--- src/rtl/cal_hu_moment_acc.sv ---
// Streaming raw-moment accumulator (m00, m10, m01) for the CAL_Hu moment chain.
// Pixels flow through a 4-stage p*x / p*y pipeline; the frame result is held behind valid/ready.
module cal_hu_moment_acc #(
  parameter int PIX_W   = 8,
  parameter int COORD_W = 14,
  parameter int ACC_W   = 52
) (
  input  logic               clk,
  input  logic               reset,
  input  logic               ce,
  input  logic               s_valid,
  output logic               s_ready,
  input  logic [PIX_W-1:0]   s_pix,
  input  logic               s_eol,
  input  logic               s_eof,
  output logic               m_valid,
  input  logic               m_ready,
  output logic [ACC_W-1:0]   m00,
  output logic [ACC_W-1:0]   m10,
  output logic [ACC_W-1:0]   m01,
  output logic               err
);

  localparam int PROD_W = PIX_W + COORD_W;
  localparam logic [COORD_W-1:0] C_MAX = '1;
  localparam logic [COORD_W-1:0] C_ONE = COORD_W'(1);

  typedef enum logic [1:0] {ACCUM, DRAIN, DONE} state_t;

  state_t             state, state_nxt;
  logic               started;
  logic [2:0]         drain_cnt;
  logic [COORD_W-1:0] x_q, y_q;
  logic               accept, hs, eol_any;

  logic               vld_p1, vld_p2, vld_p3, vld_p4;
  logic [PIX_W-1:0]   pix_p1, pix_p2, pix_p3, pix_p4;
  logic [COORD_W-1:0] x_p1, y_p1, x_p2, y_p2;
  logic [PROD_W-1:0]  px_p3, py_p3, px_p4, py_p4;

  assign s_ready = started && (state == ACCUM);
  assign m_valid = (state == DONE);
  assign accept  = ce && s_valid && s_ready;
  assign hs      = ce && m_valid && m_ready;
  assign eol_any = s_eol || s_eof;

  // The eof product needs four more edges to reach the accumulator; the count of 4 lands DONE on edge five.
  always_comb begin
    state_nxt = state;
    unique case (state)
      ACCUM:   if (accept && s_eof) state_nxt = DRAIN;
      DRAIN:   if (drain_cnt == 3'd4) state_nxt = DONE;
      DONE:    if (m_ready) state_nxt = ACCUM;
      default: state_nxt = ACCUM;
    endcase
  end

  always_ff @(posedge clk or negedge reset) begin
    if (!reset) begin
      state     <= ACCUM;
      started   <= 1'b0;
      drain_cnt <= 3'd0;
    end else if (ce) begin
      state     <= state_nxt;
      started   <= 1'b1;
      drain_cnt <= (state == DRAIN) ? drain_cnt + 3'd1 : 3'd0;
    end
  end

  // Coordinate tracking; an overflowing coordinate saturates and flags err for the frame.
  always_ff @(posedge clk or negedge reset) begin
    if (!reset) begin
      x_q <= '0;
      y_q <= '0;
      err <= 1'b0;
    end else if (ce) begin
      if (accept) begin
        if (eol_any)           x_q <= '0;
        else if (x_q == C_MAX) err <= 1'b1;
        else                   x_q <= x_q + C_ONE;
        if (s_eof)             y_q <= '0;
        else if (s_eol) begin
          if (y_q == C_MAX)    err <= 1'b1;
          else                 y_q <= y_q + C_ONE;
        end
      end else if (hs) begin
        err <= 1'b0;
      end
    end
  end

  // Pipeline valid bits and accumulators
  always_ff @(posedge clk or negedge reset) begin
    if (!reset) begin
      vld_p1 <= 1'b0;
      vld_p2 <= 1'b0;
      vld_p3 <= 1'b0;
      vld_p4 <= 1'b0;
      m00    <= '0;
      m10    <= '0;
      m01    <= '0;
    end else if (ce) begin
      vld_p1 <= accept;
      vld_p2 <= vld_p1;
      vld_p3 <= vld_p2;
      vld_p4 <= vld_p3;
      if (hs) begin
        m00 <= '0;
        m10 <= '0;
        m01 <= '0;
      end else if (vld_p4) begin
        m00 <= m00 + ACC_W'(pix_p4);
        m10 <= m10 + ACC_W'(px_p4);
        m01 <= m01 + ACC_W'(py_p4);
      end
    end
  end

  always_ff @(posedge clk) begin
    if (ce) begin
      // stage 1: input capture
      pix_p1 <= s_pix;
      x_p1   <= x_q;
      y_p1   <= y_q;
      // stage 2: operand registers
      pix_p2 <= pix_p1;
      x_p2   <= x_p1;
      y_p2   <= y_p1;
      // stage 3: products
      pix_p3 <= pix_p2;
      px_p3  <= PROD_W'(pix_p2) * PROD_W'(x_p2);
      py_p3  <= PROD_W'(pix_p2) * PROD_W'(y_p2);
      // stage 4: output register
      pix_p4 <= pix_p3;
      px_p4  <= px_p3;
      py_p4  <= py_p3;
    end
  end

endmodule

--- config.mk ---
export PLATFORM = sky130hd
export DESIGN_NAME = cal_hu_moment_acc
export DESIGN_NICKNAME = d
export VERILOG_FILES = /design/src/rtl/cal_hu_moment_acc.sv
export SDC_FILE = /design/constraint.sdc
export NUM_CORES = 1
export LEC_CHECK = 0
export ABC_AREA = 1
export CAP_MARGIN = 10
export CORE_ASPECT_RATIO = 0.6
export CORE_MARGIN = 10
export CORE_UTILIZATION = 59
export CTS_CLUSTER_SIZE = 20
export DETAILED_ROUTE_END_ITERATION = 10
export DONT_BUFFER_PORTS = 1
export GPL_TIMING_DRIVEN = 0
export PLACE_DENSITY_LB_ADDON = 0.25
export SLEW_MARGIN = 20
export SYNTH_ARGS = -nofsm -noshare
export SYNTH_HDL_FRONTEND = slang
export SYNTH_SLANG_ARGS = --single-unit
export TNS_END_PERCENT = 10
--- constraint.sdc ---
create_clock -name clk -period 4.3 [get_ports clk]
set_input_delay 1.075 -clock clk [delete_from_list [all_inputs] [get_ports clk]]
set_output_delay 1.075 -clock clk [all_outputs]
set_load 0.02 [all_outputs]
Word level (Yosys, flattened, before mapping)
Index checks and enable logic that the tools add are counted.
{"block": "word_totals", "output_inout_bits": 159, "reg_bits": 371, "elab_cells": 82}
{"block": "op_classes", "n_eq_ne": 10, "mul": 2, "mux": 23, "add_sub_neg": 6, "n_reduce_logical": 16}
{"cell": "52-bit two-way mux", "count": 6}
{"cell": "52-bit by 22-bit adder with 52-bit output", "count": 2}
{"cell": "14-bit two-way mux", "count": 5}
{"cell": "52-bit by 8-bit adder with 52-bit output", "count": 1}
{"cell": "8-bit by 14-bit multiplier with 22-bit output", "count": 2}
{"cell": "14-bit by 1-bit adder with 14-bit output, second input constant", "count": 2}
{"cell": "14-bit equality test, second input constant", "count": 2}
{"cell": "4-bit AND reduction", "count": 2}
{"cell": "1-bit two-way mux", "count": 7}
{"cell": "1-bit logical AND", "count": 6}
{"cell": "2-bit two-way mux", "count": 3}
{"cell": "2-bit inequality test, second input constant", "count": 3}
{"cell": "2-bit case mux with 3 select lines", "count": 1}
{"cell": "2-bit nonzero test", "count": 3}
{"cell": "2-bit by 1-bit inequality test with 1-bit output, second input constant", "count": 2}
{"cell": "2-bit AND reduction", "count": 2}
{"cell": "3-bit by 1-bit adder with 3-bit output, second input constant", "count": 1}
{"cell": "3-bit equality test, second input constant", "count": 1}
{"cell": "3-bit two-way mux", "count": 1}
{"cell": "3-bit AND reduction", "count": 1}
{"cell": "2-bit by 1-bit equality test with 1-bit output, second input constant", "count": 1}
{"cell": "2-bit equality test, second input constant", "count": 1}
{"cell": "2-bit logical NOT", "count": 1}
{"cell": "1-bit logical OR", "count": 1}

Logic depth before layout (Yosys ltp)
Gate-level depths: netlist (run 1).
{"block": "depth", "depth_word": 7, "depth_mapped": 22, "ltp_nobuf": 20}

Worst setup path after synthesis (run 1)
No wires, ideal clock.
{"block": "synth_path", "path_kind": "reg2reg", "from": "register pix_p2[7]", "to": "register py_p3[12] (data pin)", "stages_incl_launch_ff": 18, "n_path_buf": 2, "required_time_ns": 4.041, "setup_time_ns": 0.259, "path_slack_ns": -0.291, "arrival_time_ns": 4.332, "path_cell_list": "edfxtp_1 > clkbuf_1 > clkbuf_1 > nand2_1 > fa_1 > fa_1 > inv_1 > fa_1 > inv_1 > fa_1 > inv_1 > ha_1 > a21o_1 > a21oi_1 > o21ai_0 > nand3_1 > nand2_1 > xor2_1"}
{"block": "synth_between", "elab_chain_cells": 1}
{"element": "from (decl)", "line": "37", "source": "logic [PIX_W-1:0] pix_p1, pix_p2, pix_p3, pix_p4;"}
{"element": "from (signal assigned)", "line": "126", "source": "pix_p2 <= pix_p1;"}
{"element": "8-bit by 14-bit multiplier with 22-bit output", "line": "132", "source": "py_p3 <= PROD_W'(pix_p2) * PROD_W'(y_p2);"}
{"element": "to (signal assigned)", "line": "132"}
{"element": "to (decl)", "line": "39", "source": "logic [PROD_W-1:0] px_p3, py_p3, px_p4, py_p4;"}
No other way between the ends.
A chain may end at the register's enable or synchronous reset.

Worst setup path after layout (run 1)
{"block": "layout_path", "from": "register pix_p2[4]", "to": "register px_p3[20] (data pin)"}
{"block": "layout_between", "elab_chain_cells": 1}
{"element": "8-bit by 14-bit multiplier with 22-bit output", "line": "131", "source": "px_p3 <= PROD_W'(pix_p2) * PROD_W'(x_p2);"}
{"element": "to (signal assigned)", "line": "131"}
{"element": "to (decl)", "line": "39"}
No other way between the ends.

==> results of run 1 <==
## through the flow
stage	total power [mW]	area [um2]	utilization	TNS, ns
after detailed placement	13.8	27800	0.617	-18.58
after global placement	13.5	27800	0.617	-17.61
final	19.9	30500	0.678	-2.26
after CTS	19.2	30400	0.675	-0.708
after global routing	21.2	30500	0.678	-4.82
after floorplan	11.5	27000	-	-0.0149
## power by group
part	internal, mW	switching, mW	total [mW]
combinational	4.03	6.33	10.4
sequential	4.76	1.35	6.10
clock	1.92	1.51	3.43
## registers in the layout (all words and copies together) (netlist names), 22 cells and up
register  cells
px_p4        22
px_p3        22
py_p4        22
py_p3        22
m01          52
m10          52
m00          52
## cell type report
type	count	area [um2]	area share
plain buffers	64	536	0.0175
clock buffers	50	1050	0.0343
clock inverters	20	210	0.00688
inverters	664	2490	0.0816
multi-input cells	2359	14800	0.485
flip-flops and latches	371	10200	0.333
well taps	589	737	0.0241
repair buffers	66	549	0.0180
## metal layers
layer | global-route usage | part of all wire | vias up
met5 | 0 | 0 | -
met4 | 0.0785 | 0.025 | 0
met3 | 0.106 | 0.13 | 132
met2 | 0.434 | 0.41 | 1252
met1 | 0.440 | 0.43 | 11400
li1 | - | - | 11100
## placed cells by master (no fill, tap or decap), types with 74 or more instances in the layout
cell type | synthesis | final
nand2_1 | 984 | 944
inv_1 | 663 | 638
nor2_1 | 326 | 316
dfrtp_1 | 195 | 195
nand3_1 | 185 | 179
edfxtp_1 | 176 | 176
a21oi_1 | 169 | 140
fa_1 | 147 | 134
ha_1 | 140 | 116
o21ai_0 | 99 | 80
nand4_1 | 74 | 74
## what timing repair did
| action | CTS | global route |
|---|---|---|
| gates resized for setup | 232 | 42 |
| setup buffers | 57 | 6 |
| setup endpoints to repair | 32 | 27 |
| pin swaps | 137 | 43 |
| hold buffers | 0 | 0 |
| gates cloned | 3 | 0 |
## critical path: cells and delay by family, from the launching register on
| kind | cells | cell delay (ns) |
|---|---|---|
| adder cells (fa/ha/maj) | 5 | 2.32 |
| buffers and inverters | 6 | 0.60 |
| flip-flops | 1 | 0.44 |
| AO/OA/AOI/OAI | 3 | 0.40 |
| AND/OR/NAND/NOR | 4 | 0.34 |
| XOR/XNOR | 1 | 0.16 |
## cell families after synthesis
| logic type | share of synthesized area |
|---|---|
| xor gates and xnor gates | 0.0175 |
| buffers and inverters | 0.106 |
| and+or+nand+nor | 0.260 |
| muxes | 0.000417 |
| DFF | 0.377 |
| adders and majority gates | 0.174 |
| AOI/OAI and AO/OA | 0.0657 |
## worst max path at each step
stage / start / endpoint
2_1_floorplan: pix_p2[7] / py_p3[20]
3_3_place_gp: pix_p2[5] / px_p3[21]
3_5_place_dp: pix_p2[5] / px_p3[21]
4_1_cts: pix_p2[2] / py_p3[19]
5_1_grt: pix_p2[4] / px_p3[20]
6_report: pix_p2[4] / px_p3[20]
==> results.ini, run 1 <==
[status]
status=finished with violations
violations=negative setup slack

[synthesis]
synth_edf_count=176
synth_common_cells=nand2_1 (984), inv_1 (663), nor2_1 (326)
ys_async_sr_fraction=0.526
netlist_top_cells_area=edfxtp_1 (20%), dfrtp_1 (18%), nand2_1 (14%)
yosysMostFrequentCell=nand2_1
synth_area_leader_cell=edfxtp_1
synth-main-ff-cell=dfrtp_1
ys_ff_latch=371
syn_avg_cell_area_um2=7.76
yosysTopAreaCellShare=0.196
synth.yosys.seq_area_share=0.377
synthCells=3479
ys_warn_count=0
synth_cell_types=45
syn_nets=3781
netlist_area_um2=27000

[setup_path]
worstPathCellList=clkbuf_16 -> clkbuf_16 -> nand2_4 -> fa_2 -> fa_1 -> inv_2 -> fa_1 -> inv_2 -> fa_1 -> inv_2 -> ha_4 -> a21o_1 -> inv_2 -> o21ai_2 -> a21oi_2 -> nand2_2 -> nand3_2 -> nand2_2 -> xor2_2
required_ns=4.61
start_kind=flop
worstRegToRegCells=19
reg2reg_from=pix_p2[4]
endpoint_kind=flop
slowest_delay_ns=0.56
r2r_end=px_p3[20]
worstSetupPathType=flop to flop
cp_common_cell=inv_2
worstPathArrival_ns=4.85
rrSetupSlack_ns=-0.23
crit_slowest_cell=fa_1
path_max_fanout=8

[layout]
synthToLayoutAreaGrowth_pct=13.2
final_cells=4183
antenna_cells=0
final_nets=3866
n_fill_cell=3655
drive_above_1_share=0.0985

[floorplan]
start_util=0.599
die_y_um=186
row_count=60
io_pins=174
fp.dieW_um=296
core-area_um2=45000
fp.dieArea_um2=55000

[run]
max_cap_violations=0

[cts]
clk_path_buf_depth=3
cts.sink_count=371
insertion_delay_ns=0.57
numCtsBuffers=38
cts_tree=done
h-tree-depth=2
cts_root_buf=clkbuf_16
path_clk_slew_ns=0.07

[routing]
dr.first_iter.drc_count=2897
vias=23900
drc=0
wl_um=84600
wl_per_cell_um=20.2
vias_per_cell=5.72
antenna_left=0
first_pass_iters=6

[timing]
fmax_ghz=0.221
fin_worst_skew_ns=0.0218
slew_violations=0
relSlewSlack=0.379
setup_ws_ns=-0.234
final.period_utilization=1.05
setup_violations=20
post-route-min-period_ns=4.53
holdWs_ns=0.234
grt_setup_unrepaired=true
max_slew.worst_pin.slew_ns=0.932
final-hold-violation-count=0

[global_routing]
antenna_found_initial=0
overflow=0
grt_use_total=0.306
grt_pass1_wl_um=131000
grt_max_degree=196
grt_pass1_vias=22800

[place]
dp_slack_ns=-0.893
dp_hpwl_um=63400
place_inst=4068
place_congestion=0.964
io_buffers=0

[min_path]
hp-class=input port to asynchronous set/reset pin

[power_and_ir_drop]
power-per-cell-area_nw_per_um2=651
leakagePower_nw=15.9
ir_drop_v=0.000582

No activity file was read; power rests on OpenSTA's default activity.
==> inputs of run 2 (changes only) <==
--- a/config.mk
+++ b/config.mk
@@ -6,7 +6,6 @@
 export NUM_CORES = 1
 export LEC_CHECK = 0
 export ABC_AREA = 1
-export CAP_MARGIN = 10
 export CORE_ASPECT_RATIO = 0.6
 export CORE_MARGIN = 10
 export CORE_UTILIZATION = 59
@@ -15,7 +14,7 @@
 export DONT_BUFFER_PORTS = 1
 export GPL_TIMING_DRIVEN = 0
 export PLACE_DENSITY_LB_ADDON = 0.25
-export SLEW_MARGIN = 20
+export SLEW_MARGIN = 10
 export SYNTH_ARGS = -nofsm -noshare
 export SYNTH_HDL_FRONTEND = slang
 export SYNTH_SLANG_ARGS = --single-unit
==> results of run 2 <==
Same layout as run 1: the final DEF is identical, and so are final timing and power.
